**config.mk**
```make
export PLATFORM = sky130hd
export DESIGN_NAME = ram8_bank
export DESIGN_NICKNAME = d
export VERILOG_FILES = /design/src/rtl/ram_pkg.sv /design/src/rtl/dmux8way.sv /design/src/rtl/register_w.sv /design/src/rtl/ram8_bank.sv
export SDC_FILE = /design/constraint.sdc
export NUM_CORES = 1
export LEC_CHECK = 0
export BUFFER_PORTS_ARGS = -buffer_cell sky130_fd_sc_hd__buf_2
export CAP_MARGIN = 5
export CORE_MARGIN = 2
export CORE_UTILIZATION = 65
export DETAILED_ROUTE_END_ITERATION = 16
export PLACE_DENSITY = 0.82
export SLEW_MARGIN = 40
export SYNTH_ARGS = -nofsm -noshare
export SYNTH_HDL_FRONTEND = slang
export SYNTH_SLANG_ARGS = --single-unit
```
**constraint.sdc**
```tcl
create_clock -name clk -period 3.33 [get_ports clk]
set_input_delay 0.1665 -clock clk [delete_from_list [all_inputs] [get_ports clk]]
set_output_delay 0.1665 -clock clk [all_outputs]
set_load 0.02 [all_outputs]
```
**src/rtl/ram_pkg.sv**
```systemverilog
// Shared constants and the clear-sequencer state type for the RAM8 bank.
// The bank can be built with the RAM8_BYPASS_EN macro; see ram8_bank.sv.
package ram_pkg;

  localparam int WIDTH_DEFAULT = 16;
  localparam int RAM8_DEPTH    = 8;
  localparam int RAM8_AW       = 3;

  typedef enum logic {
    IDLE  = 1'b0,
    CLEAR = 1'b1
  } state_t;

endpackage

```
**src/rtl/dmux8way.sv**
```systemverilog
// One-hot 8-way demultiplexer: routes in_i to out_o[sel_i], all other lanes 0.
// Lanes are formed as in_i AND (sel_i == k), so an unknown select with
// in_i low still yields all-zero enables.
module dmux8way (
  input  logic       in_i,
  input  logic [2:0] sel_i,
  output logic [7:0] out_o
);

  // Gate the input onto the selected lane only.
  always_comb begin
    out_o = '0;
    for (int k = 0; k < 8; k++) begin
      out_o[k] = in_i & (sel_i == 3'(k));
    end
  end

endmodule

```
**src/rtl/register_w.sv**
```systemverilog
// WIDTH-bit storage word with load enable and synchronous active-low reset.
module register_w #(
  parameter int WIDTH = 16
) (
  input  logic             clk,
  input  logic             rst_n,
  input  logic [WIDTH-1:0] d_i,
  input  logic             load_i,
  output logic [WIDTH-1:0] q_o
);

  logic [WIDTH-1:0] data_q;

  // Capture d_i on load; reset clears the word.
  always_ff @(posedge clk) begin
    if (!rst_n) begin
      data_q <= '0;
    end else if (load_i) begin
      data_q <= d_i;
    end
  end

  assign q_o = data_q;

endmodule

```
**src/rtl/ram8_bank.sv**
```systemverilog
// Eight-word register bank with a sequenced bulk-clear engine.
// Build option: define RAM8_BYPASS_EN for write-through forwarding of `in`
// onto `out` in the cycle a write is accepted.
//
//  state | meaning
//  IDLE  | normal operation; load writes word[address]; clr starts a sweep
//  CLEAR | one word zeroed per cycle at word[cnt]; load and clr ignored
import ram_pkg::*;

module ram8_bank #(
  parameter int WIDTH = WIDTH_DEFAULT
) (
  input  logic               clk,
  input  logic               rst_n,
  input  logic [WIDTH-1:0]   in,
  input  logic [RAM8_AW-1:0] address,
  input  logic               load,
  input  logic               clr,
  output logic [WIDTH-1:0]   out,
  output logic               busy
);

  state_t               state_q;
  logic [RAM8_AW-1:0]   cnt_q;
  logic                 busy_q;

  logic                 clearing;
  logic                 wr_en;
  logic [RAM8_DEPTH-1:0] wr_sel;
  logic [RAM8_DEPTH-1:0] clr_sel;
  logic [WIDTH-1:0]     word_q [RAM8_DEPTH];
  logic [WIDTH-1:0]     rd_data;

  assign clearing = (state_q == CLEAR);

  // A clear request wins over a write issued in the same cycle.
  assign wr_en = load & ~clr & ~clearing;

  dmux8way u_wr_dmux (
    .in_i  (wr_en),
    .sel_i (address),
    .out_o (wr_sel)
  );

  dmux8way u_clr_dmux (
    .in_i  (clearing),
    .sel_i (cnt_q),
    .out_o (clr_sel)
  );

  // Clear sequencer: single sweep of 8 cycles; busy mirrors the next state.
  always_ff @(posedge clk) begin
    if (!rst_n) begin
      state_q <= IDLE;
      cnt_q   <= '0;
      busy_q  <= 1'b0;
    end else begin
      case (state_q)
        IDLE: begin
          if (clr) begin
            state_q <= CLEAR;
            cnt_q   <= '0;
            busy_q  <= 1'b1;
          end
        end
        CLEAR: begin
          cnt_q <= cnt_q + 3'd1;
          if (cnt_q == 3'(RAM8_DEPTH - 1)) begin
            state_q <= IDLE;
            busy_q  <= 1'b0;
          end
        end
        default: begin
          state_q <= IDLE;
          cnt_q   <= '0;
          busy_q  <= 1'b0;
        end
      endcase
    end
  end

  // Per-word 2:1 select: the sweep forces zero data and its own load strobe.
  for (genvar g = 0; g < RAM8_DEPTH; g++) begin : g_word
    logic [WIDTH-1:0] data_d;
    logic             load_d;

    assign data_d = clearing ? '0 : in;
    assign load_d = clearing ? clr_sel[g] : wr_sel[g];

    register_w #(
      .WIDTH (WIDTH)
    ) u_reg (
      .clk    (clk),
      .rst_n  (rst_n),
      .d_i    (data_d),
      .load_i (load_d),
      .q_o    (word_q[g])
    );
  end

  assign rd_data = word_q[address];

`ifdef RAM8_BYPASS_EN
  // The write target is always word[address], so an accepted write forwards.
  assign out = wr_en ? in : rd_data;
`else
  assign out = rd_data;
`endif

  assign busy = busy_q;

endmodule
```
== Yosys cells after proc, flatten, opt, wreduce, memory -nomap -nowiden ==
Cells that the tools add are included.

* Bits in registers: 133
* Input bits: 23
* Output and inout bits: 17
* Logic and storage cells: 73

* $add $sub $neg: 1
* Magnitude comparators: 1
* Equality and inequality tests: 16
* Muxes and demuxes: 20
* Bitwise gates (word level): 21
* Reduce and logical (&&, ||, !) cells: 3

{| class="wikitable"
|+ Operators by type and width
! kind !! number
|-
| $bmux W16 S3 || 1
|-
| $mux W16 || 3
|-
| $eq A3 B3 Y1 const B || 8
|-
| $and A1 B1 Y1 || 18
|-
| $eq A3 B2 Y1 const B || 4
|-
| $mux W1 || 12
|-
| $eq A3 B1 Y1 const B || 2
|-
| $logic_not A3 Y1 || 2
|-
| $pmux W3 S2 || 1
|-
| $ge A4 B4 Y1 const B || 1
|-
| $not A3 Y4 || 1
|-
| $pmux W1 S2 || 2
|-
| $add A3 B1 Y3 const B || 1
|-
| $mux W3 || 1
|-
| $ne A2 B1 Y1 const B || 1
|-
| $ne A2 B2 Y1 const B || 1
|-
| $not A1 Y1 || 2
|-
| $reduce_and A2 Y1 || 1
|}

== Depth between registers and ports, before layout ==
* Word-level depth: 5
* Mapped depth: 7
* Mapped depth without buffers: 5

== Cells and area by module ==
Synthesis repeated with hierarchy kept, for this count alone.

* Cells, all modules: 532
* Area total of the unflattened synthesis: 6622.6 µm²

{| class="wikitable"
|+ By module, submodules not included
! module !! times used !! cells an instance !! area an instance (µm²)
|-
| register_w || 8 || 51 || 615.6
|-
| ram8_bank || 1 || 108 || 1507.7
|-
| dmux8way || 2 || 8 || 95.1
|}

== Worst setup path after synthesis ==
Ideal clock, no wire load.

* Kind: input -> output
* Start: input address[2]
* End: output out[0]
* Data arrival time: 1.612 ns
* Data required time: 3.164 ns
* Path slack: 1.551 ns
* Cell stages on the path: 4
* Path buffers: 2
* Cell sequence: clkbuf_1 > buf_2 > mux4_2 > mux2_2

* Cells in the longest elaborated chain, start to end: 4

{| class="wikitable"
|+ Ends and longest elaborated chain
! element !! RTL line !! source
|-
| start: declaration || ram8_bank.sv:16 || <nowiki>input logic [RAM8_AW-1:0] address,</nowiki>
|-
| $not A3 Y4 (implied by the code) || ram8_bank.sv:101 || <nowiki>assign rd_data = word_q[address];</nowiki>
|-
| $bmux W16 S3 || ram8_bank.sv:101 ||
|-
| $mux W16 (implied by the code) (2 in a row) || ram8_bank.sv:101 ||
|-
| end: declaration || ram8_bank.sv:19 || <nowiki>output logic [WIDTH-1:0] out,</nowiki>
|}

No other way between the ends. The select of a mux whose other input is x is not followed.

== Worst setup path after layout ==
* Start: input address[2]
* End: output out[12]

The elaborated chain is that of the path after synthesis.

==> results_dict.tcl <==
set metrics [dict create \
    cts_tree "built" \
    gp_congestion 0.999 \
    max_freq_mhz 455 \
    syn_to_final_growth_pct 12.4 \
    clkPwrFrac 0.509 \
    ys_seq_area_frac 0.438 \
    fin_crit_ns 2.20 \
    synth_fp_nets 604 \
    max_stage_delay_ns 0.55 \
    synth_edf_count 0 \
    num_rows 35 \
    ys_types 31 \
    ios 40 \
    grt_max_degree 50 \
    die_area_mm2 0.0101 \
    drtIter0Drc 424 \
    layout_common_cells "dfxtp_1 (133), o21ai_1 (80), o2111ai_1 (48), nor3_1 (48), a31o_1 (48)" \
    final_cells 699 \
    grt.overflow.total 0 \
    maxCapViolCount 0 \
    cp-start-kind "input port" \
    routedWlPerCell_um 25.7 \
    stdcell_area_mm2 0.00683 \
    async_reset_ff_frac 0 \
    criticalPathCategory "in2out" \
    coreArea_mm2 0.00915 \
    io_buffers 39 \
    syn_inst 574 \
    leakagePower_nw 2.34 \
    finalWirelength_mm 18.0 \
    holdWs_ns 0.180 \
    rsz0062_at_grt "false" \
    finalCritPeriodShare 0.660 \
    dpl_cell_area_mm2 0.00621 \
    grt_usage 0.363 \
    worst_slack_ns 1.13 \
    start_util 0.663 \
    critPathMaxFanout 19 \
    p_seq_frac 0.424 \
    synth_warnings 0 \
    power_frac_comb 0.067 \
    cts_sinks 133 \
    syn_area_mm2 0.00607 \
    finalSetupViolations 0 \
    vias 5329 \
    hp-class "in2reg" \
    fin_skew_ns 0.00592 \
    ir_drop_mv 0.393 \
    grt_pass1_wl_mm 27.9 \
    layout-drive-gt1-share 0.236 \
    clk_latency_ns 0.54 \
    dp.cells 668 \
    cp_cell_sequence "buf_2, buf_4, mux4_2, mux2_2, buf_2" \
    cts_buffers 17 \
    setup_tns_ns 0 \
    syn_area_per_cell_um2 10.6 \
    arrival_ns 2.03 \
    h-tree-depth 4 \
    cpMostUsedCell "buf_2" \
    antenna_found_initial 0 \
    tightestPinTransition_ns 0.813 \
    chipHeight_um 101 \
    drtPass1Iterations 8 \
    critical_path.slowest_cell "mux4_2" \
    crit_path_end_kind "output port" \
    dp_slack_ns 1.10 \
    antenna_left 0 \
    p_sw_uw 907 \
    outcome "complete, no violations" \
    dp_hpwl_mm 10.6 \
    slew_viol_final 0 \
    vias_per_cell 7.62 \
    sw_frac_of_total 0.238 \
    power.total_mw 3.81 \
    antennaDiodeCount 0 \
    grt_pass1_vias 5092 \
    final_hold_viol_count 0 \
    cts_buffer_depth 2 \
    relSlewSlack 0.458 \
    power_density_mw_per_mm2 559 \
    synth-main-ff-cell "dfxtp_1" \
    critical_path_required_ns 3.16 \
    internal_power_mw 2.91 \
    fill_cells 609 \
    drc_errors 0 \
    post-route-util 0.746 \
    final_common_cell "dfxtp_1" \
    ys_ff_latch 133 \
    fin_nets 607 \
    die-width_um 101 \
    cts_root_buf "clkbuf_8" \
    clk_pin_slew_worst_paths_ns 0.06 \
]
routing by layer:
layer  routed length (µm)  track usage
met4                  474        0.129
met5                    0            0
met3                 2240        0.112
met1                 6630        0.470
met2                 8630        0.578
synth_stat cells, types with 4 or more instances:
cell | number | area [µm²]
or2_1 | 9 | 56.3
clkbuf_1 | 46 | 173
mux2_2 | 16 | 180
o2111ai_1 | 48 | 420
buf_6 | 5 | 56.3
nand3b_1 | 16 | 120
o21ai_1 | 80 | 400
ha_1 | 7 | 87.6
nor2_1 | 4 | 15.0
buf_2 | 20 | 100
a31o_1 | 48 | 420
mux4_2 | 32 | 721
dfxtp_1 | 133 | 2660
nor3_1 | 48 | 240
o211ai_1 | 32 | 240
power by group through the flow:
stage	clock (mW)	combinational, mW	sequential (mW)
after floorplan	0	0.166	1.65
after global placement	0	0.236	1.65
after detailed placement	0	0.242	1.65
after CTS	1.94	0.245	1.62
after global routing	2.01	0.266	1.62
final	1.94	0.255	1.62
cell families (layout without fill, tap and decap cells):
group | count (synthesis) | count (layout) | synth area share
AO/OA/AOI/OAI | 217 | 217 | 0.253
adder cells (fa/ha/maj) | 7 | 7 | 0.0144
buffers and inverters | 78 | 92 | 0.0585
flip-flops | 133 | 133 | 0.438
multiplexers | 49 | 49 | 0.150
AND/OR/NAND/NOR | 90 | 90 | 0.0853
critical path, delay by kind of cell:
kind | cells | cell delay (ns)
buffers and inverters | 3 | 1.01
muxes | 2 | 0.84
path summary, 6_finish.rpt:
check,start,slack [ns],cells after the start,endpoint
worst max-delay path,address[2],1.13,5,out[12]
worst min-delay path,rst_n,0.18,3,g_word[6].u_reg.q_o[11]$_SDFFE_PN0P_
worst max register to register,clearing$_SDFF_PN0_,1.16,3,g_word[2].u_reg.q_o[14]$_SDFFE_PN0P_
worst min register to register,g_word[1].u_reg.q_o[10]$_SDFFE_PN0P_,0.48,1,g_word[1].u_reg.q_o[10]$_SDFFE_PN0P_
cell type report:
type | instances | area [µm²] | area share
multi-input cells | 363 | 3060 | 0.448
well taps | 111 | 139 | 0.0203
inverters | 4 | 15.0 | 0.00220
repair buffers | 58 | 343 | 0.0502
flip-flops and latches | 133 | 2660 | 0.390
clock inverters | 12 | 180 | 0.0264
clock buffers | 18 | 428 | 0.0627
registers in the layout, summed over array words and instances, names as in the netlist:
register          cells
busy                  1
g_word.u_reg.q_o    128
cnt_q                 3
clearing              1
repair_timing:
| action | CTS | global route |
|---|---|---|
| resized for setup | 0 | 0 |
| hold buffers | 1 | 0 |
| endpoints found under the hold margin | 1 | 0 |
| endpoints found under the setup margin | 0 | 0 |
| buffers inserted | 0 | 0 |
No activity file was read; power rests on OpenSTA's default activity.
